[src/rtl/cv32e40x_sleep_cg_ctrl_pkg.sv]
// Shared types and helpers for the WFI sleep clock-gate sequencer.
package cv32e40x_sleep_cg_ctrl_pkg;

    typedef enum logic [1:0] {
        SLP_RUN   = 2'd0,
        SLP_DRAIN = 2'd1,
        SLP_SLEEP = 2'd2,
        SLP_WAKE  = 2'd3
    } sleep_state_e;

    // Counter width wide enough to hold the largest of the three cycle parameters.
    function automatic int unsigned sleep_cnt_width(input int unsigned a,
                                                    input int unsigned b,
                                                    input int unsigned c);
        int unsigned m;
        m = (a > b) ? a : b;
        m = (m > c) ? m : c;
        return (m < 32'd1) ? 32'd1 : $clog2(m + 32'd1);
    endfunction

endpackage

[src/rtl/cv32e40x_sleep_cg_ctrl_if.sv]
// Sleep handshake between the core controller and the sleep clock-gate sequencer.
interface cv32e40x_sleep_cg_ctrl_if;

    logic sleep_req_i;
    logic busy_i;
    logic wake_i;
    logic gate_en_o;
    logic core_sleep_o;
    logic wake_ack_o;
    logic drain_abort_o;

    modport master (
        output sleep_req_i, busy_i, wake_i,
        input  gate_en_o, core_sleep_o, wake_ack_o, drain_abort_o
    );

    modport slave (
        input  sleep_req_i, busy_i, wake_i,
        output gate_en_o, core_sleep_o, wake_ack_o, drain_abort_o
    );

endinterface

[src/rtl/cv32e40x_clock_gate.sv]
// Core clock gate: enable captured while the clock is low, so the gated clock never glitches.
module cv32e40x_clock_gate (
    input  logic clk_i,
    input  logic en_i,
    input  logic scan_cg_en_i,
    output logic clk_o
);

    logic en_r;

    // Hold the enable stable across the high phase of clk_i.
    always_ff @(negedge clk_i) begin
        en_r <= en_i | scan_cg_en_i;
    end

    assign clk_o = clk_i & en_r;

endmodule

[src/rtl/cv32e40x_sleep_cg_ctrl_chk.sv]
// Elaboration-time sanity checks on the sequencer parameters.
module cv32e40x_sleep_cg_ctrl_chk #(
    parameter int unsigned IDLE_CYCLES   = 2,
    parameter int unsigned WAKE_CYCLES   = 2,
    parameter int unsigned DRAIN_TIMEOUT = 64
) (
    input logic clk_i
);

    a_idle_cycles_min : assert property (@(posedge clk_i) IDLE_CYCLES >= 32'd1);
    a_wake_cycles_min : assert property (@(posedge clk_i) WAKE_CYCLES >= 32'd1);
    a_timeout_range   : assert property (@(posedge clk_i)
                            (DRAIN_TIMEOUT == 32'd0) || (DRAIN_TIMEOUT > IDLE_CYCLES));

endmodule

[src/rtl/cv32e40x_sleep_cg_ctrl.sv]
// WFI sleep sequencer: drains outstanding activity, gates the core clock, restores it on wake.
module cv32e40x_sleep_cg_ctrl
    import cv32e40x_sleep_cg_ctrl_pkg::*;
#(
    parameter int unsigned IDLE_CYCLES   = 2,
    parameter int unsigned WAKE_CYCLES   = 2,
    parameter int unsigned DRAIN_TIMEOUT = 64
) (
    input  logic                          clk_i,
    input  logic                          rst_i,
    input  logic                          scan_cg_en_i,
    output logic                          clk_gated_o,
    cv32e40x_sleep_cg_ctrl_if.slave       bus
);

    localparam int unsigned CNT_W      = sleep_cnt_width(IDLE_CYCLES, WAKE_CYCLES, DRAIN_TIMEOUT);
    localparam bit          TIMEOUT_EN = (DRAIN_TIMEOUT != 32'd0);
    localparam logic [CNT_W-1:0] IDLE_LAST  = CNT_W'(IDLE_CYCLES - 32'd1);
    localparam logic [CNT_W-1:0] WAKE_LAST  = CNT_W'(WAKE_CYCLES - 32'd1);
    localparam logic [CNT_W-1:0] DRAIN_LAST = TIMEOUT_EN ? CNT_W'(DRAIN_TIMEOUT - 32'd1) : '0;

    sleep_state_e     state_r, state_next;
    logic [CNT_W-1:0] idle_cnt_r, idle_cnt_next;
    logic [CNT_W-1:0] drain_cnt_r, drain_cnt_next;
    logic [CNT_W-1:0] wake_cnt_r, wake_cnt_next;
    logic             wake_ack_next, drain_abort_next;
    logic             gate_en_r, core_sleep_r, wake_ack_r, drain_abort_r;

    // Next-state and counter update; wake always beats a sleep request.
    always_comb begin
        state_next       = state_r;
        idle_cnt_next    = idle_cnt_r;
        drain_cnt_next   = drain_cnt_r;
        wake_cnt_next    = wake_cnt_r;
        wake_ack_next    = 1'b0;
        drain_abort_next = 1'b0;
        case (state_r)
            SLP_RUN: begin
                if (bus.sleep_req_i && !bus.wake_i) begin
                    state_next     = SLP_DRAIN;
                    idle_cnt_next  = '0;
                    drain_cnt_next = '0;
                end else begin
                    state_next = SLP_RUN;
                end
            end
            SLP_DRAIN: begin
                if (TIMEOUT_EN) begin
                    drain_cnt_next = drain_cnt_r + CNT_W'(1);
                end else begin
                    drain_cnt_next = drain_cnt_r;
                end
                // Timeout is checked ahead of the idle terminal count so it wins a tie.
                if (bus.wake_i || !bus.sleep_req_i) begin
                    state_next = SLP_RUN;
                end else if (TIMEOUT_EN && (drain_cnt_r == DRAIN_LAST)) begin
                    state_next       = SLP_RUN;
                    drain_abort_next = 1'b1;
                end else if (bus.busy_i) begin
                    idle_cnt_next = '0;
                end else if (idle_cnt_r == IDLE_LAST) begin
                    state_next = SLP_SLEEP;
                end else begin
                    idle_cnt_next = idle_cnt_r + CNT_W'(1);
                end
            end
            SLP_SLEEP: begin
                if (bus.wake_i) begin
                    state_next    = SLP_WAKE;
                    wake_cnt_next = '0;
                end else begin
                    state_next = SLP_SLEEP;
                end
            end
            SLP_WAKE: begin
                if (wake_cnt_r == WAKE_LAST) begin
                    state_next    = SLP_RUN;
                    wake_ack_next = 1'b1;
                end else begin
                    wake_cnt_next = wake_cnt_r + CNT_W'(1);
                end
            end
            default: begin
                state_next = SLP_RUN;
            end
        endcase
    end

    // State, counters and outputs all registered from next-state so they change together.
    always_ff @(posedge clk_i) begin
        if (rst_i) begin
            state_r       <= SLP_RUN;
            idle_cnt_r    <= '0;
            drain_cnt_r   <= '0;
            wake_cnt_r    <= '0;
            gate_en_r     <= 1'b1;
            core_sleep_r  <= 1'b0;
            wake_ack_r    <= 1'b0;
            drain_abort_r <= 1'b0;
        end else begin
            state_r       <= state_next;
            idle_cnt_r    <= idle_cnt_next;
            drain_cnt_r   <= drain_cnt_next;
            wake_cnt_r    <= wake_cnt_next;
            gate_en_r     <= (state_next != SLP_SLEEP);
            core_sleep_r  <= (state_next == SLP_SLEEP);
            wake_ack_r    <= wake_ack_next;
            drain_abort_r <= drain_abort_next;
        end
    end

    assign bus.gate_en_o     = gate_en_r;
    assign bus.core_sleep_o  = core_sleep_r;
    assign bus.wake_ack_o    = wake_ack_r;
    assign bus.drain_abort_o = drain_abort_r;

    cv32e40x_clock_gate core_cg_i (
        .clk_i        (clk_i),
        .en_i         (gate_en_r),
        .scan_cg_en_i (scan_cg_en_i),
        .clk_o        (clk_gated_o)
    );

`ifndef SYNTHESIS
    cv32e40x_sleep_cg_ctrl_chk #(
        .IDLE_CYCLES   (IDLE_CYCLES),
        .WAKE_CYCLES   (WAKE_CYCLES),
        .DRAIN_TIMEOUT (DRAIN_TIMEOUT)
    ) param_chk_i (
        .clk_i (clk_i)
    );
`endif

endmodule

[src/flat_wrapper.sv]
// flat-port wrapper written by rule: the top's interface ports become plain ports
module cv32e40x_sleep_cg_ctrl_flat import cv32e40x_sleep_cg_ctrl_pkg::*;
#(
    parameter int unsigned IDLE_CYCLES   = 2,
    parameter int unsigned WAKE_CYCLES   = 2,
    parameter int unsigned DRAIN_TIMEOUT = 64
)
  (clk_i, rst_i, scan_cg_en_i, clk_gated_o, bus_sleep_req_i, bus_busy_i, bus_wake_i, bus_gate_en_o, bus_core_sleep_o, bus_wake_ack_o, bus_drain_abort_o);
  cv32e40x_sleep_cg_ctrl_if bus_i ();
  input  logic clk_i;
  input  logic rst_i;
  input  logic scan_cg_en_i;
  output logic clk_gated_o;
  input wire logic [$bits(bus_i.sleep_req_i)-1:0] bus_sleep_req_i;
  input wire logic [$bits(bus_i.busy_i)-1:0] bus_busy_i;
  input wire logic [$bits(bus_i.wake_i)-1:0] bus_wake_i;
  output wire logic [$bits(bus_i.gate_en_o)-1:0] bus_gate_en_o;
  output wire logic [$bits(bus_i.core_sleep_o)-1:0] bus_core_sleep_o;
  output wire logic [$bits(bus_i.wake_ack_o)-1:0] bus_wake_ack_o;
  output wire logic [$bits(bus_i.drain_abort_o)-1:0] bus_drain_abort_o;
  assign bus_i.sleep_req_i = bus_sleep_req_i;
  assign bus_i.busy_i = bus_busy_i;
  assign bus_i.wake_i = bus_wake_i;
  assign bus_gate_en_o = bus_i.gate_en_o;
  assign bus_core_sleep_o = bus_i.core_sleep_o;
  assign bus_wake_ack_o = bus_i.wake_ack_o;
  assign bus_drain_abort_o = bus_i.drain_abort_o;
  cv32e40x_sleep_cg_ctrl #(.IDLE_CYCLES(IDLE_CYCLES), .WAKE_CYCLES(WAKE_CYCLES), .DRAIN_TIMEOUT(DRAIN_TIMEOUT)) u_core (.clk_i(clk_i), .rst_i(rst_i), .scan_cg_en_i(scan_cg_en_i), .clk_gated_o(clk_gated_o), .bus(bus_i));
endmodule
[config.mk]
export PLATFORM = sky130hd
export DESIGN_NAME = cv32e40x_sleep_cg_ctrl_flat
export DESIGN_NICKNAME = d
export VERILOG_FILES = /design/src/rtl/cv32e40x_sleep_cg_ctrl_pkg.sv /design/src/rtl/cv32e40x_sleep_cg_ctrl_if.sv /design/src/rtl/cv32e40x_clock_gate.sv /design/src/rtl/cv32e40x_sleep_cg_ctrl_chk.sv /design/src/rtl/cv32e40x_sleep_cg_ctrl.sv /design/src/flat_wrapper.sv
export SDC_FILE = /design/constraint.sdc
export NUM_CORES = 1
export LEC_CHECK = 0
export ABC_AREA = 1
export BUFFER_PORTS_ARGS = -buffer_cell sky130_fd_sc_hd__buf_2
export CAP_MARGIN = 15
export CORE_UTILIZATION = 60
export CTS_CLUSTER_DIAMETER = 60
export DETAILED_ROUTE_END_ITERATION = 10
export GPL_TIMING_DRIVEN = 0
export PLACE_DENSITY = 0.78
export SLEW_MARGIN = 20
export SYNTH_ARGS = -nofsm -noshare
export SYNTH_HDL_FRONTEND = slang
export SYNTH_SLANG_ARGS = --single-unit
[constraint.sdc]
create_clock -name clk_i -period 2.75 [get_ports clk_i]
set_input_delay 0.1375 -clock clk_i [delete_from_list [all_inputs] [get_ports clk_i]]
set_output_delay 0.1375 -clock clk_i [all_outputs]
set_load 0.005 [all_outputs]
Yosys cells after proc, flatten, opt, wreduce, memory -nomap -nowiden. Cells that the tools add are included.

Equality and inequality tests: 14. Bitwise operators: 4. Multiplexer cells: 20. Add/subtract/negate cells: 3. Reduce and logical (&&, ||, !) cells: 12.

Operators by type and width (number): 7-bit 2-to-1 mux (7); 7-bit case mux with 2 select lines (3); 7-bit by 1-bit adder with 7-bit output, second input constant (3); 7-bit by 1-bit == test with 1-bit output, second input constant (2); 2-bit 2-to-1 mux (5); 2-bit inequality test, second input constant (5); 2-bit case mux with 4 select lines (1); 7-bit by 6-bit == test with 1-bit output, second input constant (1); 2-bit == test, second input constant (3); 5-bit AND reduction (1); 1-bit 2-to-1 mux (4); 2-bit nonzero test (2); 3-bit inequality test, second input constant (1); 3-bit AND reduction (1); 3-bit OR reduction (1); 2-bit by 1-bit == test with 1-bit output, second input constant (1); 1-bit logical NOT (2); 2-bit logical NOT (1); 2-bit by 1-bit inequality test with 1-bit output, second input constant (1); 1-bit inverter (2); 2-bit AND reduction (1); 2-bit OR reduction (1); 1-bit bitwise AND (1); 1-bit logical AND (1); other kinds (2) (2).

Logic and storage cells: 62. Output and inout bits: 5. Register bits after elaboration: 28. Bits of input ports: 6.

Logic depth before layout (Yosys ltp).
Depth after elaboration: 7. Depth in mapped cells: 11. Mapped depth without buffers: 11.

Hierarchy. From an unflattened synthesis, not the netlist that was laid out.

Cells, all modules: 244. Area total of the unflattened synthesis: 1594.0 um^2.

By module, submodules not included: cv32e40x_sleep_cg_ctrl (seq. area each 540.5 um^2, area each 1551.5 um^2, instances 1, cells each 237); cv32e40x_clock_gate (seq. area each 20.0 um^2, area each 42.5 um^2, instances 1, cells each 7).

==> results.sh <==
export IMPL_fillers=238
export IMPL_vias=1442
export IMPL_seqPwrFrac=0.563
export IMPL_post_cts_resized=0
export IMPL_grt_use_total=0.232
export IMPL_initial_core_util=0.632
export IMPL_switching_share=0.258
export IMPL_grt_pass1_vias=1258
export IMPL_die_area_sq_um=2790
export IMPL_cp_end_kind="output port"
export IMPL_hold_depth=4
export IMPL_final_cells=277
export IMPL_rr_endpoint="u_core.core_cg_i.en_r$_DFF_N_"
export IMPL_hold_class="input port to flip-flop"
export IMPL_firstDrtPassIters=4
export IMPL_ir_drop_v=0.000302
export IMPL_die_w_um=52.9
export IMPL_worst_slew_pin_slew_ps=481
export IMPL_crit_fanout=1
export IMPL_yosysSeqAreaShare=0.361
export IMPL_setup_violations=0
export IMPL_cp_arrival_ps=2350
export IMPL_synthesis_nets=241
export IMPL_final_seq_area_sq_um=561
export IMPL_finalHoldViolCount=0
export IMPL_core_area_sq_um=2450
export IMPL_die_h_um=52.9
export IMPL_avgSynthCellArea_sq_um=6.75
export IMPL_yosys_warnings=0
export IMPL_timing_rr_start="u_core.bus.gate_en_o$_SDFF_PP1_"
export IMPL_postCtsSetupBuffers=0
export IMPL_clock_skew_ps=62.2
export IMPL_internal_power_w=0.000544
export IMPL_grt_pass1_wl_um=4820
export IMPL_cts_clk_slew_worst_paths_ps=150
export IMPL_ant_nets=0
export IMPL_p_leak_nw=0.724
export IMPL_maxSlewHeadroom=0.679
export IMPL_finalWeightedCongestion=0.845
export IMPL_area_growth_pct=8.79
export IMPL_fin_util=0.688
export IMPL_hold_path_end="u_core.bus.drain_abort_o$_SDFF_PP0_"
export IMPL_cap_violations=0
export IMPL_antenna_found_initial=0
export IMPL_grt_setup_unrepaired="false"
export IMPL_synthesis_area_sq_um=1550
export IMPL_setup_ws_ps=262
export IMPL_post_place_cells=270
export IMPL_drv_slew=0
export IMPL_tns_ps=0
export IMPL_ys_ff_latch=28
export IMPL_hpwlAfterDp_um=2300
export IMPL_synth_cell_type_count=30
export IMPL_place_ws_ps=704
export IMPL_p_clk_frac=0.361
export IMPL_post_route_cells_drive_above_1_share=0.142
export IMPL_crit_type="flip-flop to output port"
export IMPL_worstSetupStartpointType="flip-flop"
export IMPL_num_io_pins=11
export IMPL_postCtsHoldBufs=0
export IMPL_drtIter0Drc=35
export IMPL_fp_row_count=18
export IMPL_timing_hold_ws_ps=21.3
export IMPL_routedWlPerCell_um=11.0
export IMPL_multi_input_area_sq_um=856
export IMPL_outcome="finished clean"
export IMPL_worst_r2r_setup_slack_ps=730
export IMPL_grt_max_degree=16
export IMPL_portBuffers=10
export IMPL_min_from="bus_wake_i"
export IMPL_synth_cells=230
export IMPL_pwr_density_cell_nw_per_um2=435
export IMPL_cts_tree="built"
export IMPL_drc=0
export IMPL_wl_um=3040
export IMPL_num_antenna_cells=0
export IMPL_crit_required_ps=2610
export IMPL_combPwrFrac=0.077
export IMPL_p_sw_w=0.000189
export IMPL_r2r_cells=1
export IMPL_via_per_inst=5.21
export IMPL_overflow=0
export IMPL_clkLatencyLatePin_ps=490
export IMPL_final_net_count=259
-- per-stage QoR --
| stage | area, sq um | power [W] |
|---|---|---|
| 2_1_floorplan | 1550 | 0.000481 |
| 3_3_place_gp | 1640 | 0.000508 |
| 3_5_place_dp | 1640 | 0.000509 |
| 4_1_cts | 1690 | 0.000745 |
| 5_1_grt | 1690 | 0.000774 |
| 6_report | 1690 | 0.000734 |
-- routing by layer --
| metal | global-route usage | wire [um] |
|---|---|---|
| met5 | 0 | 0 |
| met4 | 0.0965 | 17 |
| met3 | 0.0374 | 92 |
| met2 | 0.395 | 1480 |
| met1 | 0.288 | 1450 |
-- critical path, cell delays in order, from the launching register on --
cell	delay, ps
dfxtp_1	300
nand2_1	40
inv_1	50
buf_2	100
-- cells in the mapped netlist --
master | number | area, sq um
clkbuf_1 | 1 | 3.75
dfxtp_1 | 28 | 561
nand3_1 | 20 | 100
o21bai_1 | 1 | 7.51
nor3_1 | 5 | 25.0
nor4_1 | 1 | 6.26
nand3_4 | 1 | 17.5
nand4_1 | 6 | 37.5
ha_1 | 5 | 62.6
inv_1 | 30 | 113
or2_2 | 2 | 12.5
nor2_2 | 2 | 12.5
o21ai_2 | 1 | 8.76
o21ai_1 | 3 | 15.0
nand3_2 | 1 | 10.0
o21a_1 | 1 | 7.51
inv_4 | 1 | 6.26
nand2_2 | 3 | 18.8
a21oi_1 | 14 | 70.1
o211ai_1 | 1 | 7.51
nand3b_1 | 1 | 7.51
nand2_1 | 57 | 214
buf_2 | 1 | 5.00
nand2_4 | 4 | 45.0
nor2_1 | 31 | 116
inv_2 | 2 | 7.51
nor2_8 | 1 | 20.0
nor3b_1 | 1 | 7.51
o21ai_0 | 4 | 20.0
and3_1 | 1 | 6.26
-- area by class of cell --
cell class | instances | area share
Clock buffer | 7 | 0.0297
Inverter | 31 | 0.0704
Clock inverter | 3 | 0.00667
Sequential cell | 28 | 0.332
Buffer | 2 | 0.00519
Tap cell | 30 | 0.0222
Timing Repair Buffer | 9 | 0.0267
Multi-Input combinational cell | 167 | 0.507
-- cell families after synthesis --
logic type,count (synthesis),synth area share
simple gates,137,0.423
flops,28,0.361
fa+ha+maj,5,0.0403
buf+inv,35,0.0871
compound gates,25,0.0879
-- registers in the layout, indices dropped and copies added, names as in the netlist --
| register | flops |
|---|---|
| u_core.bus.core_sleep_o | 1 |
| u_core.bus.drain_abort_o | 1 |
| u_core.bus.gate_en_o | 1 |
| u_core.bus.wake_ack_o | 1 |
| u_core.core_cg_i.en_r | 1 |
| u_core.drain_cnt_r | 7 |
| u_core.idle_cnt_r | 7 |
| u_core.state_r | 2 |
| u_core.wake_cnt_r | 7 |
-- placed cells by master, fill, tap and decap left out, types with 5 or more instances in the layout --
master and count:
nand2_1 57, nor2_1 31, clkbuf_4 6, buf_2 11, inv_1 30, nor3_1 5, nand4_1 6, ha_1 5
a21oi_1 14, dfxtp_1 28, nand3_1 20
-- worst max path at each step --
stage	cells past startpoint	start	slack (ps)	end
after global placement	1	u_core.bus.gate_en_o$_SDFF_PP1_	720	u_core.core_cg_i.en_r$_DFF_N_
after detailed placement	1	u_core.bus.gate_en_o$_SDFF_PP1_	700	u_core.core_cg_i.en_r$_DFF_N_
final	3	u_core.core_cg_i.en_r$_DFF_N_	260	clk_gated_o
after floorplan	1	u_core.bus.gate_en_o$_SDFF_PP1_	700	u_core.core_cg_i.en_r$_DFF_N_
after CTS	3	u_core.core_cg_i.en_r$_DFF_N_	250	clk_gated_o
after global routing	3	u_core.core_cg_i.en_r$_DFF_N_	180	clk_gated_o
-- power by group through the flow --
stage	combinational, W	sequential (W)	clock, W
CTS	0.0000563	0.000413	0.000276
global placement	0.0000550	0.000421	0.0000312
detailed placement	0.0000560	0.000422	0.0000312
floorplan	0.0000414	0.000421	0.0000193
global route	0.0000632	0.000413	0.000297
finish	0.0000562	0.000413	0.000265
No activity file was read; power rests on OpenSTA's default activity.
